===== config.mk =====
export PLATFORM = sky130hd
export DESIGN_NAME = decode_scoreboard_flat
export DESIGN_NICKNAME = d
export VERILOG_FILES = /design/src/rtl/riscv_pipe_pkg.sv /design/src/rtl/decode_scoreboard_if.sv /design/src/rtl/decode_scoreboard_sb_counter.sv /design/src/rtl/decode_scoreboard.sv /design/src/flat_wrapper.sv
export SDC_FILE = /design/constraint.sdc
export NUM_CORES = 1
export LEC_CHECK = 0
export BUFFER_PORTS_ARGS = -buffer_cell sky130_fd_sc_hd__buf_4
export CAP_MARGIN = 25
export CORE_MARGIN = 4
export CORE_UTILIZATION = 60
export DETAILED_ROUTE_END_ITERATION = 8
export GPL_TIMING_DRIVEN = 0
export PLACE_DENSITY = 0.81
export REMOVE_ABC_BUFFERS = 1
export SKIP_LAST_GASP = 1
export SLEW_MARGIN = 20
export SYNTH_ARGS = -nofsm -noshare
export SYNTH_HDL_FRONTEND = slang
export SYNTH_SLANG_ARGS = --single-unit

===== constraint.sdc =====
create_clock -name clk -period 8.4 [get_ports clk]
set_input_delay 1.26 -clock clk [delete_from_list [all_inputs] [get_ports clk]]
set_output_delay 1.26 -clock clk [all_outputs]
set_load 0.02 [all_outputs]

===== src/rtl/riscv_pipe_pkg.sv =====
`default_nettype none
// ============================================================================
// Module   : riscv_pipe_pkg
// Purpose  : Shared constants and helpers for the decode-stage scoreboard.
// Revision : 1.0 - initial release
// ============================================================================
package riscv_pipe_pkg;

    localparam int REG_ADDR_W = 5;
    localparam int NREG       = 32;
    localparam int CNT_W      = 2;

    function automatic logic is_x0(input logic [REG_ADDR_W-1:0] addr);
        return (addr == '0);
    endfunction

endpackage
`default_nettype wire


===== src/rtl/decode_scoreboard_if.sv =====
`default_nettype none
// ============================================================================
// Module   : decode_scoreboard_if
// Purpose  : Decode/retire/squash request bundle and scoreboard status outputs.
// Revision : 1.0 - initial release
// ============================================================================
interface decode_scoreboard_if
    import riscv_pipe_pkg::*;
#(
    parameter int NREG = riscv_pipe_pkg::NREG
) ();

    logic                  issue_valid;
    logic [REG_ADDR_W-1:0] rs1;
    logic [REG_ADDR_W-1:0] rs2;
    logic                  rs1_used;
    logic                  rs2_used;
    logic [REG_ADDR_W-1:0] rd;
    logic                  rd_we;
    logic                  flush_e;
    logic [REG_ADDR_W-1:0] kill_rd;
    logic                  kill_we;
    logic                  ret_we;
    logic [REG_ADDR_W-1:0] ret_rd;
    logic                  stall_d;
    logic                  issue_fire;
    logic [NREG-1:0]       busy;
    logic                  err;
    logic [31:0]           stall_cycles;

    modport master (
        output issue_valid, rs1, rs2, rs1_used, rs2_used, rd, rd_we,
               flush_e, kill_rd, kill_we, ret_we, ret_rd,
        input  stall_d, issue_fire, busy, err, stall_cycles
    );

    modport slave (
        input  issue_valid, rs1, rs2, rs1_used, rs2_used, rd, rd_we,
               flush_e, kill_rd, kill_we, ret_we, ret_rd,
        output stall_d, issue_fire, busy, err, stall_cycles
    );

endinterface
`default_nettype wire


===== src/rtl/decode_scoreboard_sb_counter.sv =====
`default_nettype none
// ============================================================================
// Module   : sb_counter
// Purpose  : Pending-write counter for one register; +1 / -1 / -2 per cycle.
// Revision : 1.0 - initial release
// ============================================================================
module sb_counter #(
    parameter int CNT_W = 2
) (
    input  wire logic             clk,
    input  wire logic             rst,
    input  wire logic             inc,
    input  wire logic             dec,
    input  wire logic             dec2,
    output logic      [CNT_W-1:0] count,
    output logic                  zero,
    output logic                  underflow
);

    logic [CNT_W-1:0] r_cnt;
    logic [CNT_W-1:0] w_next;
    logic             w_under;

    // dec2 (retire + kill) never coincides with inc: a flush blocks issue.
    always_comb begin
        w_next  = r_cnt;
        w_under = 1'b0;
        if (dec2) begin
            if ({1'b0, r_cnt} >= (CNT_W+1)'(2)) begin
                w_next = r_cnt - CNT_W'(2);
            end else begin
                w_next  = '0;
                w_under = 1'b1;
            end
        end else if (dec) begin
            if (r_cnt != '0) begin
                w_next = r_cnt - CNT_W'(1) + CNT_W'(inc);
            end else begin
                w_next  = CNT_W'(inc);
                w_under = 1'b1;
            end
        end else if (inc) begin
            w_next = r_cnt + CNT_W'(1);
        end
    end

    always_ff @(posedge clk or posedge rst) begin
        if (rst) begin
            r_cnt <= '0;
        end else begin
            r_cnt <= w_next;
        end
    end

    assign count     = r_cnt;
    assign zero      = (r_cnt == '0);
    assign underflow = w_under;

endmodule
`default_nettype wire


===== src/rtl/decode_scoreboard.sv =====
`default_nettype none
// ============================================================================
// Module   : decode_scoreboard
// Purpose  : Per-register pending-write scoreboard; stalls decode on RAW/full.
// Revision : 1.0 - initial release
// ============================================================================
module decode_scoreboard
    import riscv_pipe_pkg::*;
#(
    parameter int NREG  = riscv_pipe_pkg::NREG,
    parameter int CNT_W = riscv_pipe_pkg::CNT_W
) (
    input  wire logic    clk,
    input  wire logic    rst,
    decode_scoreboard_if.slave sb
);

    localparam logic [CNT_W-1:0] CNT_MAX = '1;

    logic [NREG-1:0][CNT_W-1:0] w_cnt;
    logic [NREG-1:0]            w_zero;
    logic [NREG-1:0]            w_under;
    logic                       w_hazard;
    logic                       w_full;
    logic                       w_stall;
    logic                       w_fire;
    logic                       r_err;
    logic [31:0]                r_stall_cycles;

    // x0 has no counter; it reads as permanently idle.
    assign w_cnt[0]   = '0;
    assign w_zero[0]  = 1'b1;
    assign w_under[0] = 1'b0;

    assign w_hazard = (sb.rs1_used & ~is_x0(sb.rs1) & ~w_zero[sb.rs1])
                    | (sb.rs2_used & ~is_x0(sb.rs2) & ~w_zero[sb.rs2]);
    assign w_full   = sb.rd_we & ~is_x0(sb.rd) & (w_cnt[sb.rd] == CNT_MAX);
    assign w_stall  = sb.issue_valid & ~sb.flush_e & (w_hazard | w_full);
    assign w_fire   = sb.issue_valid & ~sb.flush_e & ~w_hazard & ~w_full;

    for (genvar i = 1; i < NREG; i++) begin : g_cnt
        logic w_inc;
        logic w_ret;
        logic w_kil;

        assign w_inc = w_fire & sb.rd_we & (sb.rd == REG_ADDR_W'(i));
        assign w_ret = sb.ret_we & (sb.ret_rd == REG_ADDR_W'(i));
        assign w_kil = sb.flush_e & sb.kill_we & (sb.kill_rd == REG_ADDR_W'(i));

        sb_counter #(
            .CNT_W (CNT_W)
        ) u_cnt (
            .clk       (clk),
            .rst       (rst),
            .inc       (w_inc),
            .dec       (w_ret ^ w_kil),
            .dec2      (w_ret & w_kil),
            .count     (w_cnt[i]),
            .zero      (w_zero[i]),
            .underflow (w_under[i])
        );
    end

    always_ff @(posedge clk or posedge rst) begin
        if (rst) begin
            r_err <= 1'b0;
        end else if (|w_under) begin
            r_err <= 1'b1;
        end
    end

    always_ff @(posedge clk or posedge rst) begin
        if (rst) begin
            r_stall_cycles <= '0;
        end else if (w_stall && (r_stall_cycles != '1)) begin
            r_stall_cycles <= r_stall_cycles + 32'd1;
        end
    end

    assign sb.stall_d      = w_stall;
    assign sb.issue_fire   = w_fire;
    assign sb.busy         = ~w_zero;
    assign sb.err          = r_err;
    assign sb.stall_cycles = r_stall_cycles;

endmodule
`default_nettype wire


===== src/flat_wrapper.sv =====
// flat-port wrapper written by rule: the top's interface ports become plain ports
module decode_scoreboard_flat import riscv_pipe_pkg::*;
#(
    parameter int NREG  = riscv_pipe_pkg::NREG,
    parameter int CNT_W = riscv_pipe_pkg::CNT_W
)
  (clk, rst, sb_issue_valid, sb_rs1, sb_rs2, sb_rs1_used, sb_rs2_used, sb_rd, sb_rd_we, sb_flush_e, sb_kill_rd, sb_kill_we, sb_ret_we, sb_ret_rd, sb_stall_d, sb_issue_fire, sb_busy, sb_err, sb_stall_cycles);
  decode_scoreboard_if #(.NREG(NREG)) sb_i ();
  input  wire logic clk;
  input  wire logic rst;
  input wire logic [$bits(sb_i.issue_valid)-1:0] sb_issue_valid;
  input wire logic [$bits(sb_i.rs1)-1:0] sb_rs1;
  input wire logic [$bits(sb_i.rs2)-1:0] sb_rs2;
  input wire logic [$bits(sb_i.rs1_used)-1:0] sb_rs1_used;
  input wire logic [$bits(sb_i.rs2_used)-1:0] sb_rs2_used;
  input wire logic [$bits(sb_i.rd)-1:0] sb_rd;
  input wire logic [$bits(sb_i.rd_we)-1:0] sb_rd_we;
  input wire logic [$bits(sb_i.flush_e)-1:0] sb_flush_e;
  input wire logic [$bits(sb_i.kill_rd)-1:0] sb_kill_rd;
  input wire logic [$bits(sb_i.kill_we)-1:0] sb_kill_we;
  input wire logic [$bits(sb_i.ret_we)-1:0] sb_ret_we;
  input wire logic [$bits(sb_i.ret_rd)-1:0] sb_ret_rd;
  output wire logic [$bits(sb_i.stall_d)-1:0] sb_stall_d;
  output wire logic [$bits(sb_i.issue_fire)-1:0] sb_issue_fire;
  output wire logic [$bits(sb_i.busy)-1:0] sb_busy;
  output wire logic [$bits(sb_i.err)-1:0] sb_err;
  output wire logic [$bits(sb_i.stall_cycles)-1:0] sb_stall_cycles;
  assign sb_i.issue_valid = sb_issue_valid;
  assign sb_i.rs1 = sb_rs1;
  assign sb_i.rs2 = sb_rs2;
  assign sb_i.rs1_used = sb_rs1_used;
  assign sb_i.rs2_used = sb_rs2_used;
  assign sb_i.rd = sb_rd;
  assign sb_i.rd_we = sb_rd_we;
  assign sb_i.flush_e = sb_flush_e;
  assign sb_i.kill_rd = sb_kill_rd;
  assign sb_i.kill_we = sb_kill_we;
  assign sb_i.ret_we = sb_ret_we;
  assign sb_i.ret_rd = sb_ret_rd;
  assign sb_stall_d = sb_i.stall_d;
  assign sb_issue_fire = sb_i.issue_fire;
  assign sb_busy = sb_i.busy;
  assign sb_err = sb_i.err;
  assign sb_stall_cycles = sb_i.stall_cycles;
  decode_scoreboard #(.NREG(NREG), .CNT_W(CNT_W)) u_core (.clk(clk), .rst(rst), .sb(sb_i));
endmodule

# Yosys cells after proc, flatten, opt, wreduce, memory -nomap -nowiden
# Index checks and enable logic that the tools add are counted.
# Widths: inputs -> output; s select.
[totals]
register_bits = 95
in_bits = 34
wordCells = 848
[classes]
add_sub_neg = 125
order_cmp = 34
eq_ne = 95
muxes = 285
n_bitwise = 178
n_reduce_logical = 98
[ops]
columns = ["cell", "n"]
rows = [
  ["$mux 2", 156],
  ["$eq 5x5->1 const B", 48],
  ["$and 1x1->1", 136],
  ["$mux 1", 126],
  ["$eq 5x4->1 const B", 24],
  ["$reduce_bool 3->1", 31],
  ["$add 2x1->2", 31],
  ["$add 2x1->2 const B", 31],
  ["$ge 2x2->1 const B", 31],
  ["$logic_not 2->1", 31],
  ["$reduce_bool 2->1", 31],
  ["$sub 2x1->2 const B", 31],
  ["$sub 2x2->2 const B", 31],
  ["$eq 5x3->1 const B", 12],
  ["$add 32x1->32 const B", 1],
  ["$ne 32x32->1 const B", 1],
  ["$not 32->32", 1],
  ["$reduce_or 31->1", 1],
  ["$xor 1x1->1", 31],
  ["$eq 5x2->1 const B", 6],
  ["$lt 5x6->1 const B", 3],
  ["$eq 5x1->1 const B", 3],
  ["$logic_not 5->1", 3],
  ["$bmux 1 s5", 2],
  ["other kinds (5)", 13],
]

# Depth between registers and ports, before layout
# Gate-level depths: netlist of run 1.
[depth]
depth_word = 15
depth_mapped = 16
ltp_nobuf = 15

# Modules after synthesis
# Synthesis of run 1 repeated with hierarchy kept, for this count alone.
[unflattened]
cells_unflattened = 1328
area_unflattened_um2 = 10867.9
[modules_own_cells]
columns = ["module", "instances", "cells_each", "area_per_inst_um2", "seq_area_each_um2"]
rows = [
  ["sb_counter at u_core.g_cnt[10].u_cnt ...", 25, 27, 217.7, 50.0],
  ["decode_scoreboard", 1, 500, 4092.7, 825.8],
  ["sb_counter at u_core.g_cnt[4].u_cnt ...", 3, 25, 222.7, 50.0],
  ["sb_counter at u_core.g_cnt[7].u_cnt ...", 3, 26, 221.5, 50.0],
]

# Worst setup path before layout of run 1
# OpenSTA, ideal clock, no wires.
[synth_path]
kind = "input port to output port"
start = "in sb_rd[0]"
end = "out sb_stall_d"
arrival_time_ps = 3398
t_required_ps = 7140
slack_ps = 3742
path_stages = 9
path_buffers = 2
path_cell_list = "buf_2 and4b_1 a32o_1 or4_1 a32o_2 nor3_4 buf_6 nand2b_1 inv_1"
[synth_via]
elab_chain_len = 6
word_cells_on_any_way = 9
[synth_lines]
columns = ["item", "line", "rtl"]
rows = [
  ["start, declared", "flat_wrapper.sv:16", "input wire logic [$bits(sb_i.rd)-1:0] sb_rd;"],
  ["$bmux 2 s5 / $logic_not 5->1 (equally long branches)", "decode_scoreboard.sv:37, riscv_pipe_pkg.sv:14", ""],
  ["$mux 2 (not written as such) / $not 1->1 (equally long branches)", "decode_scoreboard.sv:37", "assign w_full = sb.rd_we & ~is_x0(sb.rd) & (w_cnt[sb.rd] == CNT_MAX);"],
  ["$eq 2x2->1 / $and 1x1->1 (equally long branches)", "decode_scoreboard.sv:37", ""],
  ["$and 1x1->1 *", "decode_scoreboard.sv:37", ""],
  ["$or 1x1->1 *", "decode_scoreboard.sv:38", "assign w_stall = sb.issue_valid & ~sb.flush_e & (w_hazard | w_full);"],
  ["$and 1x1->1 *", "decode_scoreboard.sv:38", ""],
  ["end, declared", "flat_wrapper.sv:23", "output wire logic [$bits(sb_i.stall_d)-1:0] sb_stall_d;"],
]
# Every way passes the cells marked *; elsewhere a longest branch is shown, timed or not. The select of a mux whose other input is x is not followed.

# Worst setup path after layout of run 1
[layout_path]
start = "in sb_rd[2]"
end = "out sb_stall_d"
# Same word-level chain as after synthesis.

==> results of run 1 <==
==> worst max-delay path: cells and delay by family <==
kind | cells | cell delay (ps)
AND/OR/NAND/NOR | 3 | 1360
buffers and inverters | 4 | 760
AO/OA/AOI/OAI | 2 | 610
multiplexers | 1 | 370
==> kinds of logic (layout without fill, tap and decap cells) <==
logic type	count (synthesis)	after routing	synth area share [%]
AND/OR/NAND/NOR	510	510	25.0
XOR/XNOR	46	46	3.92
AO/OA/AOI/OAI	229	229	16.0
adder cells (fa/ha/maj)	125	125	15.2
buffers and inverters	181	257	7.18
other	1	1	0.0365
multiplexers	74	74	9.50
flip-flops	95	95	23.1
==> layout by cell type, fill, tap and decap left out, types with 14 or more instances in the layout <==
cell type / n
nand2b_1: 16
nor2_1: 159
nand2_1: 81
o21ai_0: 45
mux4_2: 17
nand4_1: 15
o31ai_1: 27
o211ai_1: 14
a21oi_1: 17
ha_1: 125
nor3b_1: 18
nor2b_1: 19
and3_1: 23
nand3_1: 58
dfrtp_1: 95
nor3_1: 51
nand3b_1: 14
inv_1: 137
a31oi_1: 21
xnor2_1: 35
mux2i_1: 50
buf_4: 100
==> synthesized netlist by cell type, types with 6 or more instances <==
cell type	number	area share (%)
mux2i_1	50	4.9
or3_1	6	0.37
o32ai_1	10	0.85
xnor2_1	35	3.0
nand4_1	15	0.91
o221ai_1	12	1.0
inv_1	138	5.0
mux4_2	17	3.7
nand2_1	81	3.0
a31oi_1	21	1.3
nand3_1	58	2.8
mux2_2	6	0.66
ha_1	125	15
nand2b_1	16	0.97
o22ai_1	8	0.49
o211ai_1	14	1.0
a221o_1	11	1.1
nor3_1	51	2.5
and4_1	6	0.51
buf_2	11	0.54
a22oi_1	12	0.88
xor2_1	11	0.94
nand3b_1	14	1.0
and3_1	23	1.4
o21ai_0	45	2.2
nor2_1	159	5.8
nor4_1	12	0.73
o31ai_1	27	2.0
nor2b_1	19	1.2
dfrtp_1	95	23
clkbuf_1	23	0.84
nor3b_1	18	1.3
a21oi_1	17	0.83
or2_2	9	0.55
==> power by group through the flow <==
stage / logic (W) / registers (W) / clock network (W)
after floorplan: 0.000997 / 0.000738 / 0
after global placement: 0.00141 / 0.000768 / 0
after detailed placement: 0.00148 / 0.000773 / 0
after CTS: 0.00149 / 0.000766 / 0.000431
after global routing: 0.00166 / 0.000794 / 0.000449
final: 0.00152 / 0.000773 / 0.000427
==> metrics by stage <==
step           instance area (um2)  total power (W)  instances  setup slack, ps
6_report                     11500          0.00272       1557             2750
5_1_grt                      11500          0.00290       1557             2690
4_1_cts                      11400          0.00269       1556             2820
3_5_place_dp                 11200          0.00225       1541             2820
3_3_place_gp                 11100          0.00218       1537             2090
2_1_floorplan                10100          0.00174       1218             3280
==> area by class of cell <==
| type | instances | area [um2] | area share [%] |
|---|---|---|---|
| sequential | 95 | 2380 | 20.7 |
| clock inverter | 6 | 57.6 | 0.502 |
| inverter | 138 | 523 | 4.56 |
| multi-input combinational | 985 | 7180 | 62.6 |
| tap | 220 | 275 | 2.40 |
| clock buffer | 9 | 225 | 1.96 |
| timing repair buffer | 104 | 826 | 7.20 |
==> sequential cells by signal (all words and copies together), names as in the netlist <==
| name | count |
|---|---|
| u_core.g_cnt.u_cnt.count | 62 |
| u_core.sb.err | 1 |
| u_core.sb.stall_cycles | 32 |
==> routing by layer <==
metal | global-route usage (%) | vias up
met4 | 14.1 | 0
met5 | 0 | -
met1 | 45.1 | 4791
met3 | 6.66 | 129
li1 | - | 4713
met2 | 50.1 | 623
==> worst max-delay path by stage <==
stage | startpoint | endpoint | slack (ps) | cells after the start
after floorplan | sb_rd[2] | sb_stall_d | 3280 | 7
after global placement | sb_rd[2] | sb_stall_d | 2090 | 9
after detailed placement | sb_rd[2] | sb_stall_d | 2820 | 10
after CTS | sb_rd[2] | sb_stall_d | 2820 | 10
after global routing | sb_rd[2] | sb_stall_d | 2690 | 10
final | sb_rd[2] | sb_stall_d | 2750 | 10
==> impl_metrics.env, run 1 <==
export IMPL_yosys_warnings=0
export IMPL_r2r_slack_ps=4150
export IMPL_synth_seq_cells=95
export IMPL_fill_cells=1421
export IMPL_synthCells=1261
export IMPL_p_sw_share_pct=47.2
export IMPL_die_h_um=139
export IMPL_crit_fanout=20
export IMPL_clockPowerShare_pct=15.7
export IMPL_clock_latency_ps=370
export IMPL_start_util_pct=61.6
export IMPL_slew_headroom_pct=32.4
export IMPL_worst_ep_required_time_ps=7140
export IMPL_worst_hold_slack_ps=500
export IMPL_clock_sinks=95
export IMPL_cpMostUsedCell="buf_4"
export IMPL_drt_iter0_drc=1059
export IMPL_antenna_found_initial=0
export IMPL_power_frac_seq_pct=28.4
export IMPL_async_flop_share_pct=100
export IMPL_slew_viol_final=0
export IMPL_worstPathCellList="buf_4 -> mux2_2 -> a32o_1 -> or4_1 -> a32o_2 -> nor3_4 -> buf_8 -> nand2b_1 -> inv_1 -> buf_4"
export IMPL_htreeDepth=3
export IMPL_wl_mm=32.7
export IMPL_synth_edf_count=0
export IMPL_setup_tns_ps=0
export IMPL_finClkSkew_ps=16.6
export IMPL_clk_pin_slew_worst_paths_ps=80
export IMPL_vdd_drop_max_mv=0.155
export IMPL_final_core_util_pct=68.6
export IMPL_arrival_ps=4390
export IMPL_detail_route_antenna_nets=0
export IMPL_diodes=0
export IMPL_netlist_cell_type_count=75
export IMPL_syn_area_um2=10300
export IMPL_ios=101
export IMPL_route_met2_wl_mm=14.2
export IMPL_r2r_start="u_core.g_cnt[29].u_cnt.count[1]"
export IMPL_drcViolationCount=0
export IMPL_hold_start="u_core.sb.stall_cycles[26]"
export IMPL_viasPerCell=6.59
export IMPL_port_buffers=99
export IMPL_firstDrtPassIters=6
export IMPL_crit_slowest_cell="nor3_4"
export IMPL_fp_dieW_um=139
export IMPL_fmax_mhz=177
export IMPL_wl_met1_mm=13.4
export IMPL_r2r_cells=13
export IMPL_placementRows=47
export IMPL_grt_max_degree=62
export IMPL_cts_setup_buffers=0
export IMPL_area_delta_synth_final_pct=11.5
export IMPL_rsz0062_at_grt="false"
export IMPL_grt_pass1_vias=9601
export IMPL_finalCriticalPeriod_ps=5650
export IMPL_cts_tree="done"
export IMPL_powerDensity_nw_per_um2=237
export IMPL_hold_path_class="reg2reg"
export IMPL_gp_congestion=1.07
export IMPL_grt_overflow_total=0
export IMPL_clock_path_buffers=2
export IMPL_postCtsHoldBufs=0
export IMPL_cts_root_buf="clkbuf_16"
export IMPL_wl_met3_mm=3.76
export IMPL_worst_pin_slew_ps=1010
export IMPL_grtUsageTotal_pct=32.8
export IMPL_drive_gt1_share_pct=12.5
export IMPL_setup_violations=0
export IMPL_die_area_um2=19300
export IMPL_post_drt_wl_per_cell_um=21.0
export IMPL_leakagePower_nw=5.21
export IMPL_ctsResizeCount=0
export IMPL_syn_area_per_cell_um2=8.16
export IMPL_cp_start_kind="primary input"
export IMPL_hold_viol_final=0
export IMPL_yosysSeqAreaShare_pct=23.1
export IMPL_p_switching_w=0.00128
export IMPL_vias=10256
export IMPL_synth_flop_cell="dfrtp_1"
export IMPL_slowest_delay_ps=560
export IMPL_hold_end="u_core.sb.stall_cycles[26]"
export IMPL_min_period_over_period_pct=67.3
export IMPL_final_nets=1492
export IMPL_outcome="finished clean"
export IMPL_critPathKind="in2out"
export IMPL_hold_depth=1
export IMPL_grt_pass1_wl_mm=51.0
export IMPL_cap_violations=0
export IMPL_reg2reg_to="u_core.g_cnt[29].u_cnt.count[0]"
export IMPL_p_comb_share_pct=55.8
export IMPL_cp_end_kind="primary output"
export IMPL_cts_buffers=9
export IMPL_p_int_w=0.00144
export IMPL_place_hpwl_mm=25.1
export IMPL_core_um2=16700
export IMPL_top_layer="met4"
Power figures use the tool's default switching activity.
==> run 2: changes to the inputs <==
CORE_UTILIZATION = 56   (was 60)
PLACE_DENSITY = 0.79   (was 0.81)
clock period = 5.2 ns   (was 8.4 ns; I/O delays follow)
==> run 2 against run 1 <==
Compared with the run above: via count fell by 0.12%; first-iteration DRC count rose by 39%; critical path depth did not move; setup slack got worse by 2100 ps; register-to-register slack got worse by 3400 ps; utilization fell by 4.9 points; wire length fell by 1.3%; combinational power rose by 60%; final cell count rose by 0.71%; count of clock-buffer cells in the layout did not move; global-route usage fell by 1.0 points; clock skew fell by 2.9 ps.
==> impl_metrics.env, run 2 (same netlist as run 1, synthesis figures left out) <==
export IMPL_outcome="finished clean"
export IMPL_arrival_ps=3790
export IMPL_leakagePower_nw=5.21
export IMPL_setup_violations=0
export IMPL_placementRows=49
export IMPL_drive_gt1_share_pct=12.5
export IMPL_final_nets=1493
export IMPL_slew_viol_final=0
export IMPL_grt_pass1_vias=9590
export IMPL_final_design_area_no_fill_um2=11500
export IMPL_worst_ep_required_time_ps=4420
export IMPL_firstDrtPassIters=6
export IMPL_viasPerCell=6.53
export IMPL_grtUsageTotal_pct=31.7
export IMPL_hold_path_class="in2async"
export IMPL_slew_headroom_pct=24.7
export IMPL_hold_viol_final=0
export IMPL_fmax_mhz=219
export IMPL_clock_path_buffers=2
export IMPL_place_hpwl_mm=24.9
export IMPL_powerDensity_nw_per_um2=384
export IMPL_finClkSkew_ps=13.7
export IMPL_rsz0062_at_grt="false"
export IMPL_cts_root_buf="clkbuf_16"
export IMPL_cp_start_kind="flip-flop"
export IMPL_vias=10244
export IMPL_finalCriticalPeriod_ps=4570
export IMPL_vdd_drop_max_mv=0.226
export IMPL_p_comb_share_pct=55.1
export IMPL_p_sw_share_pct=47.4
export IMPL_startpoint="u_core.g_cnt[27].u_cnt.count[0]"
export IMPL_p_switching_w=0.00209
export IMPL_cts_setup_buffers=0
export IMPL_port_buffers=99
export IMPL_dp_cells=1551
export IMPL_start_util_pct=57.1
export IMPL_die_h_um=144
export IMPL_gp_congestion=1.03
export IMPL_htreeDepth=3
export IMPL_critPathKind="reg2out"
export IMPL_area_delta_synth_final_pct=11.7
export IMPL_post_drt_wl_per_cell_um=20.6
export IMPL_reg2reg_to="u_core.g_cnt[29].u_cnt.count[0]"
export IMPL_diodes=0
export IMPL_drt_iter0_drc=1477
export IMPL_slowest_delay_ps=620
export IMPL_wl_mm=32.3
export IMPL_setup_tns_ps=0
export IMPL_cap_violations=0
export IMPL_ios=101
export IMPL_cpMostUsedCell="inv_1"
export IMPL_clockPowerShare_pct=16.5
export IMPL_crit_fanout=15
export IMPL_r2r_cells=13
export IMPL_final_core_util_pct=63.8
export IMPL_clk_pin_slew_worst_paths_ps=90
export IMPL_cts_tree="done"
export IMPL_postCtsHoldBufs=0
export IMPL_fp_dieW_um=144
export IMPL_layout_common_cells="159 x nor2_1, 137 x inv_1, 125 x ha_1"
export IMPL_ctsResizeCount=0
export IMPL_worstPathCellList="inv_1 -> ha_1 -> mux2i_1 -> mux4_2 -> a22o_1 -> a221o_1 -> nor3_4 -> nand2b_1 -> inv_1 -> buf_4"
export IMPL_cp_end_kind="primary output"
export IMPL_p_int_w=0.00232
export IMPL_largest_reg_flops=62
export IMPL_min_period_over_period_pct=87.8
export IMPL_worst_hold_slack_ps=443
export IMPL_power_frac_seq_pct=28.4
export IMPL_drcViolationCount=0
export IMPL_die_area_um2=20600
export IMPL_final_common_cell="nor2_1"
export IMPL_clock_sinks=95
export IMPL_r2r_slack_ps=790
export IMPL_cts_buffers=9
export IMPL_grt_overflow_total=0
export IMPL_fin_cells=1568
export IMPL_detail_route_antenna_nets=0
export IMPL_grt_max_degree=51
export IMPL_place_area_um2=11200
export IMPL_core_um2=18000
export IMPL_clock_latency_ps=380
export IMPL_antenna_found_initial=0
export IMPL_r2r_start="u_core.g_cnt[27].u_cnt.count[0]"
export IMPL_crit_slowest_cell="nor3_4"
export IMPL_worst_pin_slew_ps=1120
export IMPL_grt_pass1_wl_mm=51.5
run 2: layout make-up:
cell class / count / area [um2]
clock buffers: 9 / 225
clock inverters: 7 / 86.3
fillers: 1560 / 6530
inverters: 138 / 523
multi-input cells: 985 / 7180
flip-flops and latches: 95 / 2380
well taps: 229 / 287
repair buffers: 105 / 815
run 2: worst max path at each step:
| stage | end | depth (start not counted) |
|---|---|---|
| floorplan | u_core.g_cnt[29].u_cnt.count[0] | 10 |
| global placement | u_core.g_cnt[29].u_cnt.count[0] | 11 |
| detailed placement | u_core.g_cnt[7].u_cnt.count[0] | 12 |
| CTS | sb_stall_d | 10 |
| global route | sb_stall_d | 10 |
| finish | sb_stall_d | 10 |
run 2: stage by stage:
stage	total power [W]	worst slack [ps]
2_1_floorplan	0.00280	830
3_3_place_gp	0.00353	-108
3_5_place_dp	0.00363	454
4_1_cts	0.00436	733
5_1_grt	0.00472	511
6_report	0.00441	635
run 2: power by group through the flow:
| stage | clock network (W) | logic (W) | registers [W] |
|---|---|---|---|
| after floorplan | 0 | 0.00161 | 0.00119 |
| after global placement | 0 | 0.00228 | 0.00125 |
| after detailed placement | 0 | 0.00238 | 0.00125 |
| after CTS | 0.000723 | 0.00240 | 0.00124 |
| after global routing | 0.000757 | 0.00268 | 0.00129 |
| final | 0.000726 | 0.00243 | 0.00125 |
run 2: worst max-delay path, delay by kind of cell, from the launching register on:
family,cells,cell delay [ps]
AND/OR/NAND/NOR,2,1020
multiplexers,2,640
adder cells (fa/ha/maj),1,340
flip-flops,1,420
buffers and inverters,3,380
AO/OA/AOI/OAI,2,610
run 2: per-layer routing:
layer | vias to the layer above | share of wire [%] | wire length [um] | GRT usage [%]
met5 | - | 0 | 0 | 0
met4 | 0 | 4.0 | 1290 | 12.7
met2 | 623 | 43 | 13800 | 47.4
met1 | 4807 | 41 | 13200 | 45.0
met3 | 104 | 12 | 3990 | 6.56
li1 | 4710 | - | - | -
